<file path="src/rtl/cv32e40p_localparam_pkg.sv">
// Shared constants and types for the hardware-loop bank.
package cv32e40p_localparam_pkg;

  localparam int unsigned HWLP_N_DEFAULT = 2;
  localparam int unsigned HWLP_ADDR_W    = 32;
  localparam int unsigned HWLP_CNT_W     = 32;

  // Bit positions inside hwlp_we_i
  localparam int unsigned HWLP_WE_START = 0;
  localparam int unsigned HWLP_WE_END   = 1;
  localparam int unsigned HWLP_WE_CNT   = 2;

  typedef struct packed {
    logic [HWLP_ADDR_W-1:0] start_addr;
    logic [HWLP_ADDR_W-1:0] end_addr;
    logic [HWLP_CNT_W-1:0]  cnt;
  } hwlp_ctx_t;

  // Register-id width; a single loop still needs one id bit
  function automatic int unsigned hwlp_regid_bits(input int unsigned n);
    return (n <= 1) ? 1 : $clog2(n);
  endfunction

endpackage

</file>
<file path="src/rtl/cv32e40p_hwlp_entry.sv">
// One hardware-loop context: start/end/count registers, end-of-loop match
// and the write-over-decrement priority for the counter.
module cv32e40p_hwlp_entry
  import cv32e40p_localparam_pkg::*;
#(
  parameter int unsigned ADDR_W = 32,
  parameter int unsigned CNT_W  = 32
) (
  input  logic              clk,
  input  logic              rst_n,
  input  logic [2:0]        we_i,
  input  logic [ADDR_W-1:0] start_data_i,
  input  logic [ADDR_W-1:0] end_data_i,
  input  logic [CNT_W-1:0]  cnt_data_i,
  input  logic [ADDR_W-1:0] pc_i,
  input  logic              dec_i,
  output logic [ADDR_W-1:0] start_o,
  output logic [ADDR_W-1:0] end_o,
  output logic [CNT_W-1:0]  cnt_o,
  output logic              match_o
);

  logic [ADDR_W-1:0] start_q, start_d;
  logic [ADDR_W-1:0] end_q, end_d;
  logic [CNT_W-1:0]  cnt_q, cnt_d;

  // Next state: a count write overrides a same-cycle decrement
  always_comb begin
    start_d = we_i[HWLP_WE_START] ? start_data_i : start_q;
    end_d   = we_i[HWLP_WE_END]   ? end_data_i   : end_q;
    cnt_d   = cnt_q;
    if (we_i[HWLP_WE_CNT]) begin
      cnt_d = cnt_data_i;
    end else if (dec_i && (cnt_q != '0)) begin
      cnt_d = cnt_q - CNT_W'(1);
    end
  end

  // Context registers
  always_ff @(posedge clk or negedge rst_n) begin
    if (!rst_n) begin
      start_q <= '0;
      end_q   <= '0;
      cnt_q   <= '0;
    end else begin
      start_q <= start_d;
      end_q   <= end_d;
      cnt_q   <= cnt_d;
    end
  end

  // A zero count marks the loop inactive
  always_comb begin
    start_o = start_q;
    end_o   = end_q;
    cnt_o   = cnt_q;
    match_o = (pc_i == end_q) && (cnt_q != '0);
  end

endmodule

</file>
<file path="src/rtl/cv32e40p_hwlp_bank.sv">
// Hardware-loop register bank and loop-end controller.
// Optional macro CV32E40P_HWLP_NEST_CHECK_EN adds hwlp_nest_err_o, flagging
// a count write that leaves an outer loop ending before an active inner one.
module cv32e40p_hwlp_bank
  import cv32e40p_localparam_pkg::*;
#(
  parameter int unsigned N_HWLP      = HWLP_N_DEFAULT,
  parameter int unsigned N_HWLP_BITS = hwlp_regid_bits(N_HWLP),
  parameter int unsigned ADDR_W      = 32,
  parameter int unsigned CNT_W       = 32
) (
  input  logic                     clk,
  input  logic                     rst_n,
  input  logic [N_HWLP_BITS-1:0]   hwlp_regid_i,
  input  logic [2:0]               hwlp_we_i,
  input  logic [ADDR_W-1:0]        hwlp_start_data_i,
  input  logic [ADDR_W-1:0]        hwlp_end_data_i,
  input  logic [CNT_W-1:0]         hwlp_cnt_data_i,
  input  logic [ADDR_W-1:0]        pc_id_i,
  input  logic                     id_valid_i,
  output logic [N_HWLP*ADDR_W-1:0] hwlp_start_o,
  output logic [N_HWLP*ADDR_W-1:0] hwlp_end_o,
  output logic [N_HWLP*CNT_W-1:0]  hwlp_cnt_o,
  output logic                     hwlp_jump_o,
  output logic [ADDR_W-1:0]        hwlp_target_o,
`ifdef CV32E40P_HWLP_NEST_CHECK_EN
  output logic                     hwlp_nest_err_o,
`endif
  output logic [N_HWLP-1:0]        hwlp_dec_o
);

  logic [ADDR_W-1:0] start_q [N_HWLP];
  logic [ADDR_W-1:0] end_q   [N_HWLP];
  logic [CNT_W-1:0]  cnt_q   [N_HWLP];
  logic [N_HWLP-1:0] match;
  logic [N_HWLP-1:0] regid_hit;
  logic [N_HWLP-1:0] sel_onehot;
  logic              sel_found;
  logic [ADDR_W-1:0] sel_start;
  logic [CNT_W-1:0]  sel_cnt;

  for (genvar i = 0; i < N_HWLP; i++) begin : g_entry
    // Out-of-range regids hit no entry, so such writes vanish
    assign regid_hit[i] = (hwlp_regid_i == N_HWLP_BITS'(i));

    cv32e40p_hwlp_entry #(
      .ADDR_W (ADDR_W),
      .CNT_W  (CNT_W)
    ) u_entry (
      .clk          (clk),
      .rst_n        (rst_n),
      .we_i         (regid_hit[i] ? hwlp_we_i : 3'b000),
      .start_data_i (hwlp_start_data_i),
      .end_data_i   (hwlp_end_data_i),
      .cnt_data_i   (hwlp_cnt_data_i),
      .pc_i         (pc_id_i),
      .dec_i        (id_valid_i && sel_onehot[i]),
      .start_o      (start_q[i]),
      .end_o        (end_q[i]),
      .cnt_o        (cnt_q[i]),
      .match_o      (match[i])
    );

    assign hwlp_start_o[i*ADDR_W +: ADDR_W] = start_q[i];
    assign hwlp_end_o[i*ADDR_W +: ADDR_W]   = end_q[i];
    assign hwlp_cnt_o[i*CNT_W +: CNT_W]     = cnt_q[i];
  end

  // Priority encoder: lowest-index match is the innermost loop and wins
  always_comb begin
    sel_found  = 1'b0;
    sel_onehot = '0;
    sel_start  = '0;
    sel_cnt    = '0;
    for (int i = 0; i < N_HWLP; i++) begin
      if (!sel_found && match[i]) begin
        sel_found     = 1'b1;
        sel_onehot[i] = 1'b1;
        sel_start     = start_q[i];
        sel_cnt       = cnt_q[i];
      end
    end
  end

  // Jump only while iterations remain; the last pass falls through
  always_comb begin
    hwlp_dec_o    = id_valid_i ? sel_onehot : '0;
    hwlp_jump_o   = id_valid_i && sel_found && (sel_cnt > CNT_W'(1));
    hwlp_target_o = hwlp_jump_o ? sel_start : '0;
  end

`ifdef CV32E40P_HWLP_NEST_CHECK_EN
  logic nest_err_q, nest_err_d;
  logic nest_viol;
  logic cnt_wr;

  // Violation: some active lower-index loop ends past the written loop's end
  always_comb begin
    nest_viol = 1'b0;
    cnt_wr    = hwlp_we_i[HWLP_WE_CNT] && (|regid_hit);
    for (int j = 1; j < N_HWLP; j++) begin
      if (regid_hit[j]) begin
        for (int i = 0; i < j; i++) begin
          if ((cnt_q[i] != '0) &&
              (end_q[i] > (hwlp_we_i[HWLP_WE_END] ? hwlp_end_data_i : end_q[j]))) begin
            nest_viol = 1'b1;
          end
        end
      end
    end
    nest_err_d = cnt_wr ? nest_viol : nest_err_q;
  end

  // Nesting error flag, re-evaluated on every count write
  always_ff @(posedge clk or negedge rst_n) begin
    if (!rst_n) begin
      nest_err_q <= 1'b0;
    end else begin
      nest_err_q <= nest_err_d;
    end
  end

  assign hwlp_nest_err_o = nest_err_q;
`endif

endmodule

</file>
<file path="config.mk">
export PLATFORM = sky130hd
export DESIGN_NAME = cv32e40p_hwlp_bank
export DESIGN_NICKNAME = d
export VERILOG_FILES = /design/src/rtl/cv32e40p_localparam_pkg.sv /design/src/rtl/cv32e40p_hwlp_entry.sv /design/src/rtl/cv32e40p_hwlp_bank.sv
export SDC_FILE = /design/constraint.sdc
export NUM_CORES = 1
export LEC_CHECK = 0
export ABC_AREA = 1
export ABC_CLOCK_PERIOD_IN_PS = 3050
export CAP_MARGIN = 20
export CORE_ASPECT_RATIO = 1.5
export CORE_UTILIZATION = 52
export DETAILED_ROUTE_END_ITERATION = 10
export PLACE_DENSITY_LB_ADDON = 0.2
export SKIP_CTS_REPAIR_TIMING = 1
export SLEW_MARGIN = 20
export SYNTH_ARGS = -nofsm -noshare
export SYNTH_HDL_FRONTEND = slang
export SYNTH_SLANG_ARGS = --single-unit
</file>
<file path="constraint.sdc">
create_clock -name clk -period 3.05 [get_ports clk]
set_input_delay 0.305 -clock clk [delete_from_list [all_inputs] [get_ports clk]]
set_output_delay 0.305 -clock clk [all_outputs]
set_load 0.05 [all_outputs]
</file>
# Yosys cells after proc, flatten, opt, wreduce, memory -nomap -nowiden
# Index checks and enable logic that the tools add are counted.
# op_classes
add_sub_neg,2
eq_ne,2
mux,15
magnitude_cmp,1
reduce_logical,14
# op_table
cell,count
$mux 32,9
$eq 32x32->1,2
$reduce_bool 32->1,2
$sub 32x1->32 const B,2
$gt 32x1->1 const B,1
$logic_and 1x1->1,9
$mux 3,2
$reduce_bool 2->1,2
$mux 1,3
$mux 2,1
$logic_not 1->1,1
# totals
word_cells,40
register_bits,192
out_inout_bits,227
inputBits,135

# Depth between registers and ports, before layout
# depth
depth_word,10
mapped_depth,15
ltp_nobuf,14

# Hierarchy
# From an unflattened synthesis, not the netlist that was laid out.
# unflattened
cells_unflattened,1495
area_unflattened_um2,11842.6
# modules_own_cells
mod,seq_area_each_um2,cells_per_inst,n_inst,area_each_um2
cv32e40p_hwlp_entry at g_entry[0].u_entry,2402.3,623,1,5418.9
cv32e40p_hwlp_entry at g_entry[1].u_entry,2402.3,614,1,5375.2
cv32e40p_hwlp_bank,0.0,258,1,1048.5

# Worst setup path before layout
# Ideal clock, no wire load.
# synth_path
path_type,reg2out
startpoint,reg g_entry[1].u_entry.cnt_q[1]
endpoint,out hwlp_target_o[1]
stages_incl_launch_ff,15
arrival_time_ps,2596
slack_ps,149
n_path_buf,1
t_required_ps,2745
path_cell_list,dfrtp_1 > inv_1 > ha_1 > inv_1 > nor2_1 > nand2_1 > nor2_1 > nand2_1 > nand3_1 > nor2_4 > buf_2 > nand3_1 > nand2_1 > inv_1 > nor2_1
# synth_via
elab_chain_cells,7
word_cells_on_any_way,10
cone_classes,1 x order compare; 4 x mux; 5 x reduce/logical
# synth_lines
item,line,text
start: declaration,cv32e40p_hwlp_entry.sv:25,"logic [CNT_W-1:0] cnt_q, cnt_d;"
start signal: assignment,cv32e40p_hwlp_entry.sv:48,cnt_q <= cnt_d;
$reduce_bool 32->1,cv32e40p_hwlp_entry.sv:57,match_o = (pc_i == end_q) && (cnt_q != '0);
$logic_and 1x1->1,cv32e40p_hwlp_entry.sv:57,
$logic_and 1x1->1,cv32e40p_hwlp_bank.sv:76,if (!sel_found && match[i]) begin
$mux 32 / $mux 1 (equally long branches),cv32e40p_hwlp_bank.sv:76,
$gt 32x1->1 / $logic_and 1x1->1 (equally long branches),cv32e40p_hwlp_bank.sv:88,hwlp_jump_o = id_valid_i && sel_found && (sel_cnt > CNT_W'(1));
$logic_and 1x1->1,cv32e40p_hwlp_bank.sv:88,
$mux 32 (*),cv32e40p_hwlp_bank.sv:89,hwlp_target_o = hwlp_jump_o ? sel_start : '0;
end: declaration,cv32e40p_hwlp_bank.sv:25,"output logic [ADDR_W-1:0] hwlp_target_o,"
# Mark *: on every way between the ends. The rest lies on a longest branch, timed or not.

# Worst setup path in the final report
# layout_path
startpoint,reg g_entry[1].u_entry.cnt_q[27]
endpoint,out hwlp_target_o[29]
# Same word-level chain as after synthesis.

==> results_tabular.tex <==
\begin{tabular}{lr}
\hline
Metric & Value \\
\hline
\multicolumn{2}{l}{\textbf{STA}} \\
\quad Portion of the clock cycle consumed by the worst path in the final layout & a little over nine tenths \\
\quad Number of max-slew violations in the final report & 0 \\
\quad Final setup vio count & 0 \\
\quad Maximum clock frequency & 0.334 GHz \\
\quad Normalized max-slew margin & 54.0\% \\
\quad Min cycle time layout & 2.99 ns \\
\quad Setup slack of the critical path after layout & 0.0586 ns \\
\quad Total negative slack for setup checks & 0 ns \\
\quad Slew at the pin closest to its max-slew limit & 0.688 ns \\
\quad Clock tree skew after final layout & roughly 0.015 ns \\
\quad Worst Hold Margin & 0.433 ns \\
\quad Final number of hold-violating endpoints & 0 \\
\multicolumn{2}{l}{\textbf{CTS}} \\
\quad Clk Tree Root Cell & clkbuf\_16 \\
\quad Clock edge transition at the registers on the reported setup and hold paths & 0.08 ns \\
\quad Clock Sinks & 192 \\
\quad Clock latency of the later-clocked register in the worst-skew pair & about 0.45 ns \\
\quad Cts bufs inserted & 17 \\
\quad CTS max path bufs & 2 \\
\quad TritonCTS clock tree & built \\
\quad Count of H-tree levels built during CTS & 4 \\
\multicolumn{2}{l}{\textbf{Critical path}} \\
\quad CP dominant cell by count & nand2\_1 \\
\quad Critical Path Source & g\_entry[1].u\_entry.cnt\_o[27] \\
\quad Worst R2R Start & g\_entry[1].u\_entry.cnt\_o[27] \\
\quad Data arrival at the endpoint of the critical path & 2.69 ns \\
\quad Category of cells accounting for the largest share of critical-path delay & simple AND/OR/NAND/NOR gates \\
\quad Endpoint type of the worst setup path & output port \\
\quad R2R Setup Slk & around 0.70 ns \\
\quad Count of cells along the worst register-to-register path & 13 \\
\quad Worst flop-to-flop path endpoint & g\_entry[1].u\_entry.cnt\_o[2] \\
\quad Kind of critical path & reg -> out \\
\quad Cell breakdown of the critical path & inv\_1 -> nand2\_1 -> nor2\_1 -> nand2\_1 -> nor2\_1 -> nand2\_1 -> nand3\_1 -> nor2\_4 -> nand3\_2 -> nand2\_2 -> nand2\_4 -> buf\_4 -> nor2\_2 -> buf\_12 \\
\quad Sum of buffers and inverters on the critical path & 3 \\
\quad Maximum fanout along the worst path & 5 \\
\quad Termination of the worst setup path & hwlp\_target\_o[29] \\
\quad Max stage delay cell, worst path & dfrtp\_1 \\
\quad Kind of start point of the critical path & flop \\
\quad Number of gates on the worst path with buffers counted & 14 \\
\quad Critical path's largest stage delay & 0.43 ns \\
\quad Required time worst endpoint & 2.74 ns \\
\multicolumn{2}{l}{\textbf{Logic synthesis}} \\
\quad Avg Inst Size Synth & 6.92 µm² \\
\quad Post-synthesis cell type count & 32 \\
\quad Flop and latch count out of synthesis & 192 \\
\quad Share of flip-flops with an asynchronous set or reset after synthesis & 100\% \\
\quad Biggest area contributors in the synthesized netlist & dfrtp\_1 40\%, nand2\_1 19\%, o21ai\_0 6.8\% \\
\quad Cell area after synthesis & 12000 µm² \\
\quad Sequential fraction of the synthesis area & 40.1\% \\
\quad Most instantiated flip-flop cell in the synthesis netlist & dfrtp\_1 \\
\quad Total number of yosys warnings & 0 \\
\quad Cell type with the highest aggregate area in the netlist & dfrtp\_1 \\
\quad Top-area cell type share of the netlist area & 40.1\% \\
\quad Post-synthesis net count & 1872 \\
\quad Cells after synthesis & around 1700 \\
\quad Number of flops mapped to enable cells by yosys & 0 \\
\multicolumn{2}{l}{\textbf{GRT}} \\
\quad Via count of the first global-routing pass & 12500 \\
\quad Global-route usage over all layers & 36.4\% \\
\quad Initial antenna violation count & 3 \\
\quad Maximum number of pins on one net before global-route repair & 72 \\
\quad Remaining global-route overflow & 0 \\
\quad Wire length of the first global-routing pass & between 60000 and 70000 µm \\
\multicolumn{2}{l}{\textbf{Placement}} \\
\quad Final estimated routing congestion in global placement & 1.00 \\
\quad Area of placed instances & roughly 16000 µm² \\
\quad Post-Place Cells & 2337 \\
\quad Half-perimeter wire length after detailed placement & about 32000 µm \\
\quad Pre-CTS setup slack & 0.0857 ns \\
\quad Number of buffers added on ports & 361 \\
\multicolumn{2}{l}{\textbf{Power}} \\
\quad Static leakage & 8.18 nW \\
\quad Areal power density over the cells & 611 nW/µm² \\
\quad Largest voltage drop on the vdd net & around 0.55 mV \\
\quad Power after layout & 10.6 mW \\
\multicolumn{2}{l}{\textbf{Floorplan}} \\
\quad Width of the die & roughly 130 µm \\
\quad Height of the chip & approximately 190 µm \\
\quad I/O pin total & approximately 360 \\
\quad Initial core utilization & 53.4\% \\
\quad Die Footprint & 23700 µm² \\
\quad Number of rows created at floorplan & 67 \\
\quad Core area & around 22000 µm² \\
\multicolumn{2}{l}{\textbf{Route}} \\
\quad Total iterations of the first detailed-routing run & 7 \\
\quad DR iter-0 viols & 1134 \\
\quad DRC viols & 0 \\
\quad Average vias per placed instance & 5.40 \\
\quad Number of vias after detailed routing & 12900 \\
\quad Detailed-route wire length per cell & 18.0 µm \\
\quad Detail Route Antenna Nets & 0 \\
\quad Overall routed net length & 43100 µm \\
\multicolumn{2}{l}{\textbf{Job}} \\
\quad Max-Cap Viols & 0 \\
\multicolumn{2}{l}{\textbf{Cells and area}} \\
\quad Fraction of layout cells with a size suffix above 1 & 10.5\% \\
\quad Area of all placed cells without fillers & 17300 µm² \\
\quad Number of nets in the layout & 2244 \\
\quad Post-layout util & between 70\% and 80\% \\
\quad Area added between synthesis and finish & 44.6\% \\
\quad Final cell count without fillers & 2397 \\
\multicolumn{2}{l}{\textbf{Status}} \\
\quad Outcome & finished, final reports clean \\
\multicolumn{2}{l}{\textbf{Hold path}} \\
\quad Hold crit path type & in -> async \\
\hline
\end{tabular}
-- worst register-to-register path, delay by kind of cell, from the launching register on --
kind                   cells  cell delay (ns)
DFF                        1             0.43
and+or+nand+nor           10             1.26
buffers and inverters      3             0.59
-- power by group --
group | total (mW) | internal [mW] | switching, mW
Combinational | 4.78 | 1.64 | 3.14
Clock | 2.31 | 1.24 | 1.07
Sequential | 3.51 | 2.96 | 0.547
-- state kept, by name, summed over array words and instances, names as in the netlist --
register	cells
g_entry.u_entry.end_o	64
g_entry.u_entry.start_o	64
g_entry.u_entry.cnt_o	64
-- routing by layer --
metal | up-vias | routed length, µm | global-route usage (%)
met5 | - | 0 | 0
met4 | 0 | 3550 | 27.8
met3 | 185 | 3180 | 7.16
met2 | 728 | 21500 | 62.2
met1 | 5936 | 14900 | 39.5
li1 | 6096 | - | -
-- kinds of logic (layout without fill, tap and decap cells) --
| group | after synthesis | after routing | synth area share (%) |
|---|---|---|---|
| buffers and inverters | 290 | 674 | 9.54 |
| DFF | 192 | 192 | 40.1 |
| other | 0 | 3 | 0 |
| adders and majority gates | 4 | 4 | 0.417 |
| AOI/OAI and AO/OA | 196 | 196 | 8.29 |
| and+or+nand+nor | 943 | 944 | 33.8 |
| xor gates and xnor gates | 108 | 108 | 7.89 |
-- final cells by class --
cell class                      instances  area [µm²]
Antenna cell                            3        7.51
Timing Repair Buffer                  418        4540
Inverter                              224         841
Clock buffer                           17         425
Sequential cell                       192        4820
Tap cell                              276         345
Clock inverter                         15         178
Multi-Input combinational cell       1252        6190
Fill cell                            1687        5130
-- synthesized netlist by cell type (2+ instances only) --
master      n
nand3_4     2
dfrtp_1   192
nor2_4     25
buf_2      14
o21ai_1    26
nand4_1    14
nor2_2     17
buf_1       3
xnor2_1    52
o21ai_0   163
o31ai_1     2
xor2_1     56
ha_1        4
inv_2      14
nand3b_1    2
nand2_1   596
clkbuf_1   42
buf_6       3
nand3_1   129
buf_4       4
nand2_2     4
nand3_2     2
and2_1      2
a21oi_1     3
inv_1     209
nor3_1     11
nor2_1    137
-- cells in the final DEF (no fill, tap or decap), types with 18 or more instances in the layout --
cell / n
clkdlybuf4s50_1: 325
o21ai_0: 163
dfrtp_1: 183
nand2_1: 591
inv_1: 207
o21ai_1: 26
nor2_1: 123
clkbuf_16: 19
xnor2_1: 51
buf_12: 41
nand3_1: 129
nor2_4: 38
nor2_2: 18
xor2_1: 56
buf_4: 45
-- worst min-delay path by stage --
stage / end / slack (ns) / depth (start not counted)
final: g_entry[1].u_entry.cnt_o[18] / 0.43 / 2
after global routing: g_entry[0].u_entry.end_o[3] / 0.44 / 3
after floorplan: g_entry[0].u_entry.cnt_o[0] / 0.009 / 0
after detailed placement: g_entry[1].u_entry.cnt_o[18] / 0.36 / 1
after global placement: g_entry[1].u_entry.cnt_o[19] / 0.36 / 1
after CTS: g_entry[1].u_entry.cnt_o[18] / -0.11 / 1
No activity file was read; power rests on OpenSTA's default activity.
